### src/rtl/serial_adder_nbit.sv
// Multi-cycle adder: SLICE bits per clock through a registered ripple carry; start/busy/done handshake.
// Latency NSTEP clocks from accepted start to done; start is ignored while busy, results hold until the next done.
module serial_adder_nbit #(
    parameter int WIDTH = 8,
    parameter int SLICE = 1
) (
    input  logic             clk_in,
    input  logic             rst_n_in,
    input  logic             start_in,
    input  logic [WIDTH-1:0] a_in,
    input  logic [WIDTH-1:0] b_in,
    input  logic             carry_in,
    output logic             busy_out,
    output logic             done_out,
    output logic [WIDTH-1:0] sum_out,
    output logic             carry_out,
    output logic             overflow_out
);

    localparam int NSTEP = WIDTH / SLICE;
    localparam int CW    = (NSTEP > 1) ? $clog2(NSTEP) : 1;

    generate
        if (WIDTH < 2 || SLICE < 1 || SLICE > WIDTH || (WIDTH % SLICE) != 0) begin : g_bad_params
            $error("serial_adder_nbit: WIDTH must be >= 2 and an exact multiple of SLICE");
        end
    endgenerate

    typedef enum logic {IDLE, RUN} state_t;

    state_t           state, state_nxt;
    logic [WIDTH-1:0] a_sh, a_sh_nxt;
    logic [WIDTH-1:0] b_sh, b_sh_nxt;
    logic [WIDTH-1:0] psum, psum_nxt;
    logic             cry, cry_nxt;
    logic [CW-1:0]    cnt, cnt_nxt;
    logic             msb_a, msb_a_nxt;
    logic             msb_b, msb_b_nxt;
    logic             done_nxt;
    logic [WIDTH-1:0] sum_nxt;
    logic             cout_nxt;
    logic             ovf_nxt;

    logic [SLICE:0]   slice_res;
    logic [WIDTH-1:0] psum_shift;
    logic             last;

    // Each slice result enters at the top, so after NSTEP steps psum holds the sum in place.
    assign slice_res  = {1'b0, a_sh[SLICE-1:0]} + {1'b0, b_sh[SLICE-1:0]} + {{SLICE{1'b0}}, cry};
    assign psum_shift = (psum >> SLICE) | (WIDTH'(slice_res[SLICE-1:0]) << (WIDTH - SLICE));
    assign last       = (cnt == CW'(NSTEP - 1));
    assign busy_out   = (state == RUN);

    always_comb begin
        state_nxt = state;
        a_sh_nxt  = a_sh;
        b_sh_nxt  = b_sh;
        psum_nxt  = psum;
        cry_nxt   = cry;
        cnt_nxt   = cnt;
        msb_a_nxt = msb_a;
        msb_b_nxt = msb_b;
        done_nxt  = 1'b0;
        sum_nxt   = sum_out;
        cout_nxt  = carry_out;
        ovf_nxt   = overflow_out;
        case (state)
            IDLE: begin
                if (start_in) begin
                    a_sh_nxt  = a_in;
                    b_sh_nxt  = b_in;
                    cry_nxt   = carry_in;
                    psum_nxt  = '0;
                    cnt_nxt   = '0;
                    msb_a_nxt = a_in[WIDTH-1];
                    msb_b_nxt = b_in[WIDTH-1];
                    state_nxt = RUN;
                end
            end
            RUN: begin
                a_sh_nxt = a_sh >> SLICE;
                b_sh_nxt = b_sh >> SLICE;
                psum_nxt = psum_shift;
                cry_nxt  = slice_res[SLICE];
                cnt_nxt  = cnt + CW'(1);
                if (last) begin
                    sum_nxt   = psum_shift;
                    cout_nxt  = slice_res[SLICE];
                    ovf_nxt   = (msb_a == msb_b) && (psum_shift[WIDTH-1] != msb_a);
                    done_nxt  = 1'b1;
                    cnt_nxt   = '0;
                    state_nxt = IDLE;
                end
            end
            default: state_nxt = IDLE;
        endcase
    end

    always_ff @(posedge clk_in or negedge rst_n_in) begin
        if (!rst_n_in) begin
            state        <= IDLE;
            a_sh         <= '0;
            b_sh         <= '0;
            psum         <= '0;
            cry          <= 1'b0;
            cnt          <= '0;
            msb_a        <= 1'b0;
            msb_b        <= 1'b0;
            done_out     <= 1'b0;
            sum_out      <= '0;
            carry_out    <= 1'b0;
            overflow_out <= 1'b0;
        end else begin
            state        <= state_nxt;
            a_sh         <= a_sh_nxt;
            b_sh         <= b_sh_nxt;
            psum         <= psum_nxt;
            cry          <= cry_nxt;
            cnt          <= cnt_nxt;
            msb_a        <= msb_a_nxt;
            msb_b        <= msb_b_nxt;
            done_out     <= done_nxt;
            sum_out      <= sum_nxt;
            carry_out    <= cout_nxt;
            overflow_out <= ovf_nxt;
        end
    end

endmodule
### config.mk
export PLATFORM = sky130hd
export DESIGN_NAME = serial_adder_nbit
export DESIGN_NICKNAME = d
export VERILOG_FILES = /design/src/rtl/serial_adder_nbit.sv
export SDC_FILE = /design/constraint.sdc
export NUM_CORES = 1
export LEC_CHECK = 0
export ABC_AREA = 1
export CAP_MARGIN = 25
export CORE_ASPECT_RATIO = 2
export CORE_UTILIZATION = 40
export DETAILED_ROUTE_END_ITERATION = 10
export PLACE_DENSITY = 0.64
export SLEW_MARGIN = 0
export SYNTH_ARGS = -nofsm -noshare
export SYNTH_HDL_FRONTEND = slang
export SYNTH_SLANG_ARGS = --single-unit
### constraint.sdc
create_clock -name clk_in -period 1.5 [get_ports clk_in]
set_clock_uncertainty 0.1 [all_clocks]
set_input_delay 0.3 -clock clk_in [delete_from_list [all_inputs] [get_ports clk_in]]
set_output_delay 0.3 -clock clk_in [all_outputs]
set_load 0.005 [all_outputs]
==> metrics.txt, run 1 <==
routed len/inst 12.3 microns; CP max stage cell fa_2; total of max-cap violations 0; min cycle time layout 1.43 ns; port bufs 31; All-Layer GR Usage 0.168; Final WS setup 0.0744 ns; worst-skew pair later-pin latency 0.28 ns; slowest stage delay, CP 0.60 ns; DIE AREA 0.00449 sq mm; Final Power roughly 4.0 mW; vias per cell roughly 5; CTS Sinks 41; CP Launch Type flop; Routed Wire Length 3250 microns; Final setup viols 0; Fin. Hold Viols 0; Leak 1.07 nW; antenna cells 0; cell accounting for the most synthesized area dfrtp_1; worst-path maximum fanout 4; TritonCTS buffer count 5; Avg Cell Area, Syn about 9.6 sq um; most used cell along the critical path nand2_1; GRT Residual Overflow 0; async set-reset flop share out of synthesis 1.00; largest net degree at the start of global routing 24; Max-Slew Margin vs Limit 0.707; clk slew on worst S/H paths 0.07 ns; worst slew pin tran about 0.44 ns; worst vdd ir 1.07 mV; #FFs+latches synth 41; Initial Util 0.417; initial antenna violation count 0; CTS max path bufs 2; GPL Wtd Cong 0.778; Design Area, Final 0.00217 sq mm; Top Ports 32; commonest non-fill, non-tap cell in the layout nand2_1; Area growth syn-to-layout 29.0%; period utilization 0.950; cell area after synthesis 0.00169 sq mm; Ys Warns 0; data arrival time of the worst path roughly 1.6 ns; Placeable Area 0.00405 sq mm; Root Driver clkbuf_8; DRT Pass-1 Iters 4; row cnt 33; status complete, no violations; Die Height ~94 microns; syn_nets 199; dpl ws -0.0638 ns; area share of the largest cell type after synthesis 0.609; H-tree depth 2; # nets final 236; crit-path cells inv_2 > fa_2 > nand2_1 > nand2_1 > nand3_1 > nand2_1; chip width 47.9 microns; vias 1295; Main synth FF type dfrtp_1; Routed Antenna Nets 0; count of pins over their slew limit 0; dpl cell area 0.00206 sq mm; DP HPWL about 2300 microns; vias in the first global route around 1200; Cell variety after synth 17; DRC 0; CTS tree yes; CP Capture Type flop; synth top area cells dfrtp_1 61%, nand2_1 15%, nand3_1 4.2%; fmax 0.701 GHz; Mapped Cells 176; FILL cells just under 400; PD cells about 1800 mW/mm^2; global-route wire length before repair 5360 microns; Seq/Total Area, Yosys 0.609; CP Data Required Time 1.63 ns; Worst Path Class, Setup reg2reg; most frequent cells in the layout 69 x nand2_1, 41 x dfrtp_1, 18 x clkdlybuf4s50_1; HP Class reg2reg; EDFF count, synth 0; Top delay family on crit path adder cells; Initial DRC Count 24; ratio of cells with drive above 1 in the final layout 0.0939; Buf/Inv on CP 1
==> what timing repair did <==
| action | CTS | global route |
|---|---|---|
| pin swaps | 0 | 1 |
| resized for setup | 12 | 3 |
| setup buffers | 0 | 1 |
| hold buffers | 1 | 0 |
| gates cloned | 0 | 0 |
| hold endpoints to repair | 18 | 0 |
| endpoints found under the setup margin | 12 | 1 |
==> per-layer routing <==
| layer | vias to the layer above | share of wire | wire length [microns] | GRT usage |
|---|---|---|---|---|
| met5 | - | 0 | 0 | 0 |
| met4 | 0 | 0.021 | 67 | 0.0810 |
| met3 | 7 | 0.038 | 124 | 0.0365 |
| met2 | 33 | 0.55 | 1780 | 0.286 |
| met1 | 625 | 0.39 | 1280 | 0.183 |
| li1 | 630 | - | - | - |
==> through the flow <==
stage                     instances   util  hold slack [ns]     TNS, ns
after floorplan                 176      -          -0.0956           0
after global placement          256  0.510            0.177  -0.0000491
after detailed placement        256  0.510            0.173      -0.192
after CTS                       264  0.535            0.381           0
after global routing            265  0.537            0.397   -0.000112
final                           265  0.537            0.374           0
==> synthesized netlist by cell type (2+ instances only) <==
master and number:
nand2_1 69, dfrtp_1 41, nand3_1 14, inv_1 13, o21ai_0 13, o22ai_1 7
buf_6 4, inv_2 3, buf_2 2, ha_1 2, o211ai_1 2
==> logic make-up after synthesis <==
logic type                 share of synthesized area
DFF                                            0.609
buffers and inverters                         0.0705
AOI/OAI and AO/OA                             0.0779
adders and majority gates                     0.0267
and+or+nand+nor                                0.216
==> state kept, by name (all words and copies together), names as in the netlist <==
| name | flops |
|---|---|
| a_sh | 8 |
| b_sh | 8 |
| sum_out | 8 |
| psum | 7 |
| cnt | 3 |
| busy_out | 1 |
| carry_out | 1 |
| cry | 1 |
| done_out | 1 |
| msb_a | 1 |
| msb_b | 1 |
| overflow_out | 1 |
==> worst paths after layout <==
kind | from | end | slack [ns] | cells after the start
hold / removal | overflow_out | overflow_out | 0.37 | 2
hold reg to reg | overflow_out | overflow_out | 0.37 | 2
setup reg to reg | cry | overflow_out | 0.07 | 6
setup / recovery | cry | overflow_out | 0.07 | 6
min in group asynchronous | rst_n_in | sum_out[0] | 0.38 | 2
max in group asynchronous | rst_n_in | b_sh[6] | 0.45 | 3
==> power breakdown <==
| part | switching (mW) | leakage (nW) | internal, mW |
|---|---|---|---|
| logic | 0.775 | 0.486 | 0.627 |
| clock network | 0.350 | 0.0540 | 0.483 |
| registers | 0.199 | 0.534 | 1.54 |
==> final cells by class <==
type | instances | area [sq um] | area share
Clock buffer | 5 | 68.8 | 0.0317
Clock inverter | 2 | 35.0 | 0.0161
Inverter | 16 | 60.1 | 0.0276
Multi-Input combinational cell | 112 | 543 | 0.250
Sequential cell | 41 | 1030 | 0.472
Tap cell | 52 | 65.1 | 0.0299
Timing Repair Buffer | 37 | 375 | 0.173
==> worst register-to-register path, delay by kind of cell (launching register included) <==
kind	cells	cell delay, ns
buf+inv	1	0.05
simple gates	4	0.24
fa+ha+maj	1	0.61
flops	1	0.37
(Power assumes the default switching activity.)
==> run 2, diff against run 1 <==
--- a/config.mk
+++ b/config.mk
@@ -9,8 +9,10 @@
 export CAP_MARGIN = 25
 export CORE_ASPECT_RATIO = 2
 export CORE_UTILIZATION = 40
+export CTS_CLUSTER_DIAMETER = 120
 export DETAILED_ROUTE_END_ITERATION = 10
-export PLACE_DENSITY = 0.64
+export GPL_TIMING_DRIVEN = 0
+export PLACE_DENSITY = 0.67
 export SLEW_MARGIN = 0
 export SYNTH_ARGS = -nofsm -noshare
 export SYNTH_HDL_FRONTEND = slang
==> constraint.sdc (replaced) <==
create_clock -name clk_in -period 1.3 [get_ports clk_in]
set_clock_uncertainty 0.1 [all_clocks]
set_input_delay 0.26 -clock clk_in [delete_from_list [all_inputs] [get_ports clk_in]]
set_output_delay 0.26 -clock clk_in [all_outputs]
set_load 0.005 [all_outputs]
==> run 2 against run 1 <==
The run now ends with negative setup slack left. Non-clock buffer count is 24 higher. Clock-buffer cell count rose by 3. Clock power decreased by 5.6%. Largest power group is now combinational logic. Maximum frequency is 1.3% lower. Sequential power increased by 19%. Register-to-register slack worse by 0.22 ns. Routed wire length increased by 18%. Cell area grew 17%. Die area stayed put.
==> metrics.txt, run 2 (same netlist as run 1, synthesis figures left out) <==
status finished, violations left; violated checks negative setup slack; TritonCTS buffer count 5; crit-path cells inv_2 > fa_1 > nand2_1 > nand2_1 > nand3_1 > nand2_1; commonest non-fill, non-tap cell in the layout nand2_1; fmax around 0.69 GHz; CTS tree yes; GPL Wtd Cong 0.746; M1 WL approximately 1400 microns; vias per cell 4.89; clk slew on worst S/H paths 0.07 ns; CP max stage cell fa_1; # nets final 260; CP Launch Type flop; Max-Slew Margin vs Limit 0.849; Top Ports 32; worst-skew pair later-pin latency around 0.29 ns; initial antenna violation count 0; Leak about 1.3 nW; global-route wire length before repair 5750 microns; CTS Sinks 41; DRT Pass-1 Iters 4; most used cell along the critical path nand2_1; FILL cells 366; chip width 47.9 microns; row cnt 33; Die Height 93.8 microns; All-Layer GR Usage 0.184; Routed Antenna Nets 0; slowest stage delay, CP 0.59 ns; R2R depth 6; total of max-cap violations 0; most frequent cells in the layout 43 x nand2_1, 41 x dfrtp_1, 22 x nand2_2; routed len/inst 13.2 microns; Final Power 5.34 mW; vias in the first global route 1309; port bufs 31; CP Data Required Time 1.43 ns; PD cells approximately 2100 mW/mm^2; Final WS setup -0.144 ns; Placeable Area a little over 0.004 sq mm; Routed Wire Length 3830 microns; min cycle time layout 1.44 ns; count of pins over their slew limit 0; worst-path maximum fanout 3; largest net degree at the start of global routing 42; CTS max path bufs 2; Final setup viols 22; met3 WL between 100 and 150 microns; worst slew pin tran 0.227 ns; GRT Residual Overflow 0; vias 1419; CP Capture Type flop; HP Class in2async; Top Layer Used met4; RSZ-0062 raised after global routing yes; Largest regs a_sh x8, b_sh x8, sum_out x8; antenna cells 0; period utilization 1.11; Initial Util 0.417; data arrival time of the worst path 1.57 ns; Initial DRC Count 24; Area growth syn-to-layout 51.1%; met2 wire len 2190 microns; DIE AREA 0.00449 sq mm; Worst Path Class, Setup reg2reg; DP HPWL 2310 microns; DRC 0; Root Driver clkbuf_8; worst vdd ir 1.17 mV; Fin. Hold Viols 0; ratio of cells with drive above 1 in the final layout 0.382; Layout Utilization 0.629; H-tree depth 2
## run 2: changes by cell type in the layout (fill, tap and decap cells not counted), moves of 12 or more
cell	change
nand2_1	-26
nand2_2	+22
buf_4	+13
dlygate4sd2_1	-12
nand3_1	-12
nand3_2	+12
## run 2: report_power, final
part           switching (mW)  internal, mW  total, mW  leakage (nW)
registers               0.291          1.78       2.07         0.534
logic                    1.20          1.29       2.49         0.689
clock network           0.405         0.381      0.786        0.0395
## run 2: repair_timing
item / 4_1_cts / 5_1_grt
endpoints found under the setup margin: 25 / 38
gates resized for setup: 42 / 63
endpoints found under the hold margin: 41 / 0
hold buffers: 1 / 0
cloned: 1 / 3
pin swaps: 11 / 25
buffers inserted: 7 / 10
## run 2: per-layer routing
layer	up-vias	global-route usage
met5	-	0
met1	688	0.203
met4	0	0.0903
met2	36	0.306
li1	686	-
met3	9	0.0462
## run 2: final cells by class
cell class | count | area (sq um) | area share
plain buffers | 7 | 85.1 | 0.0334
well taps | 52 | 65.1 | 0.0256
flip-flops and latches | 41 | 1030 | 0.403
inverters | 16 | 65.1 | 0.0256
repair buffers | 54 | 505 | 0.199
multi-input cells | 112 | 719 | 0.283
clock buffers | 8 | 80.1 | 0.0314
## run 2: stage by stage
stage / hold WS [ns] / TNS [ns] / cell area, sq um / cells / setup slack (ns)
finish: 0.361 / -1.15 / 2550 / 290 / -0.144
global route: 0.401 / -2.88 / 2550 / 290 / -0.229
CTS: 0.371 / -0.674 / 2290 / 277 / -0.152
detailed placement: 0.147 / -4.64 / 2080 / 260 / -0.238
global placement: 0.362 / -51.53 / 2060 / 259 / -1.15
floorplan: -0.136 / -0.0477 / 1690 / 176 / -0.0477
## run 2: worst paths after layout
path | start | to | slack, ns
setup reg to reg | a_sh[0] | overflow_out | -0.14
hold / removal | rst_n_in | sum_out[0] | 0.36
min in group clk_in | sum_out[7] | sum_out[7] | 0.38
hold reg to reg | sum_out[7] | sum_out[7] | 0.38
max in group asynchronous | rst_n_in | sum_out[5] | 0.53
setup / recovery | a_sh[0] | overflow_out | -0.14
## run 2: critical path: cells and delay by family (launching register included)
kind / cells / cell delay, ns
adder cells (fa/ha/maj): 1 / 0.59
flip-flops: 1 / 0.38
AND/OR/NAND/NOR: 4 / 0.27
buffers and inverters: 1 / 0.05
==> run 3, diff against run 2 <==
--- a/config.mk
+++ b/config.mk
@@ -11,7 +11,6 @@
 export CORE_UTILIZATION = 40
 export CTS_CLUSTER_DIAMETER = 120
 export DETAILED_ROUTE_END_ITERATION = 10
-export GPL_TIMING_DRIVEN = 0
 export PLACE_DENSITY = 0.67
 export SLEW_MARGIN = 0
 export SYNTH_ARGS = -nofsm -noshare
==> run 3 against run 2 <==
Largest power group unchanged. Highest routed layer unchanged. Routed wire length up 15%. Setup slack got worse by 0.016 ns. The run still ends with negative setup slack left. Worst hold slack got worse by 0.076 ns.
==> metrics.txt, run 3 (same netlist as run 1, synthesis figures left out) <==
status finished, violations left; violated checks negative setup slack; dpl ws -0.207 ns; Placeable Area 0.00405 sq mm; port bufs 31; count of pins over their slew limit 0; R2R depth 6; Top Ports 32; Final Power 6.06 mW; CP Capture Type flop; reg2reg setup slack -0.16 ns; commonest non-fill, non-tap cell in the layout nand2_1; CTS Sinks 41; Leak 1.38 nW; GRT Residual Overflow 0; DP HPWL 2440 microns; # nets final 268; TritonCTS buffer count 5; Hold WS 0.285 ns; worst vdd ir ~1.2 mV; Final WS setup -0.160 ns; CP Launch Type flop; ratio of cells with drive above 1 in the final layout 0.390; CTS max path bufs 2; vias 1488; chip width 47.9 microns; GPL Wtd Cong 0.754; Buf/Inv on CP 1; vias per cell 4.99; min cycle time layout 1.46 ns; Fin. Hold Viols 0; Die Height 93.8 microns; Max-Slew Margin vs Limit 0.805; Routed Antenna Nets 0; Routed Wire Length 4410 microns; clk slew on worst S/H paths 0.08 ns; initial antenna violation count 0; CTS tree yes; row cnt 33; HP Class in2async; PD cells 2250 mW/mm^2; CP max stage cell fa_2; Area growth syn-to-layout 59.6%; routed len/inst 14.8 microns; DRT Pass-1 Iters 4; RSZ-0062 raised after global routing yes; H-tree depth 2; All-Layer GR Usage 0.177; Worst Path Class, Setup reg2reg; Final setup viols 12; DIE AREA 0.00449 sq mm; largest net degree at the start of global routing 31; total of max-cap violations 0; data arrival time of the worst path between 1.5 and 2 ns; Reg-to-Reg End overflow_out; most used cell along the critical path nand2_1; TNS Setup -0.535 ns; Largest regs a_sh x8, b_sh x8, sum_out x8; vias in the first global route 1249; fmax 0.685 GHz; Initial Util 0.417; Top delay family on crit path adder cells; worst-skew pair later-pin latency 0.29 ns; most frequent cells in the layout 48 x nand2_1, 40 x dfrtp_1, 25 x buf_4; Initial DRC Count 33; CP Data Required Time roughly 1.4 ns; RR Startpoint a_sh[0]; period utilization 1.12; worst slew pin tran 0.293 ns; slowest stage delay, CP 0.61 ns; crit-path cells inv_2 > fa_2 > nand2_1 > nand2_1 > nand3_1 > nand2_1; DRC 0; global-route wire length before repair 5530 microns; antenna cells 0; Root Driver clkbuf_8; worst-path maximum fanout 4
run 3: changes by cell type in the layout (fill, tap and decap cells not counted), moves of 2 or more:
cell / change
buf_4: +10
buf_6: -6
clkbuf_1: -2
clkbuf_16: +3
nand2_1: +5
nand2_2: -6
nor2_4: +2
o21ai_0: +2
run 3: worst max path at each step:
stage | from | to | slack, ns | cells past startpoint
5_1_grt | a_sh[0] | overflow_out | -0.18 | 6
3_5_place_dp | start_in | msb_b | -0.21 | 5
6_report | a_sh[0] | overflow_out | -0.16 | 6
2_1_floorplan | cnt[0] | overflow_out | -0.05 | 7
4_1_cts | cry | overflow_out | -0.11 | 6
3_3_place_gp | start_in | msb_b | -0.14 | 5
run 3: final cells by class:
class | count | area (sq um)
clock buffer | 7 | 86.3
clock inverter | 1 | 30.0
fill | 351 | 1360
inverter | 16 | 62.6
multi-input combinational | 115 | 753
sequential | 41 | 1030
tap | 52 | 65.1
timing repair buffer | 66 | 666
run 3: power by group:
part	switching, mW	total, mW	internal [mW]
sequential	0.330	2.11	1.78
clock	0.429	1.05	0.626
combinational	1.36	2.90	1.54
run 3: through the flow:
step / util / std cells / cell area, sq um
finish: 0.665 / 298 / 2690
global route: 0.665 / 298 / 2690
CTS: 0.570 / 279 / 2310
detailed placement: 0.521 / 262 / 2110
global placement: 0.521 / 262 / 2110
floorplan: - / 176 / 1690
run 3: metal layers:
layer  track usage  routed length, microns
met5             0                       0
met2         0.292                    2550
met3        0.0346                      99
met1         0.208                    1650
met4        0.0810                     103
run 3: timing repair:
item	4_1_cts	5_1_grt
gates resized for setup	28	65
endpoints found under the setup margin	24	41
pin swaps	5	24
endpoints found under the hold margin	11	0
cloned	0	6
hold buffers	1	0
buffers inserted	8	14
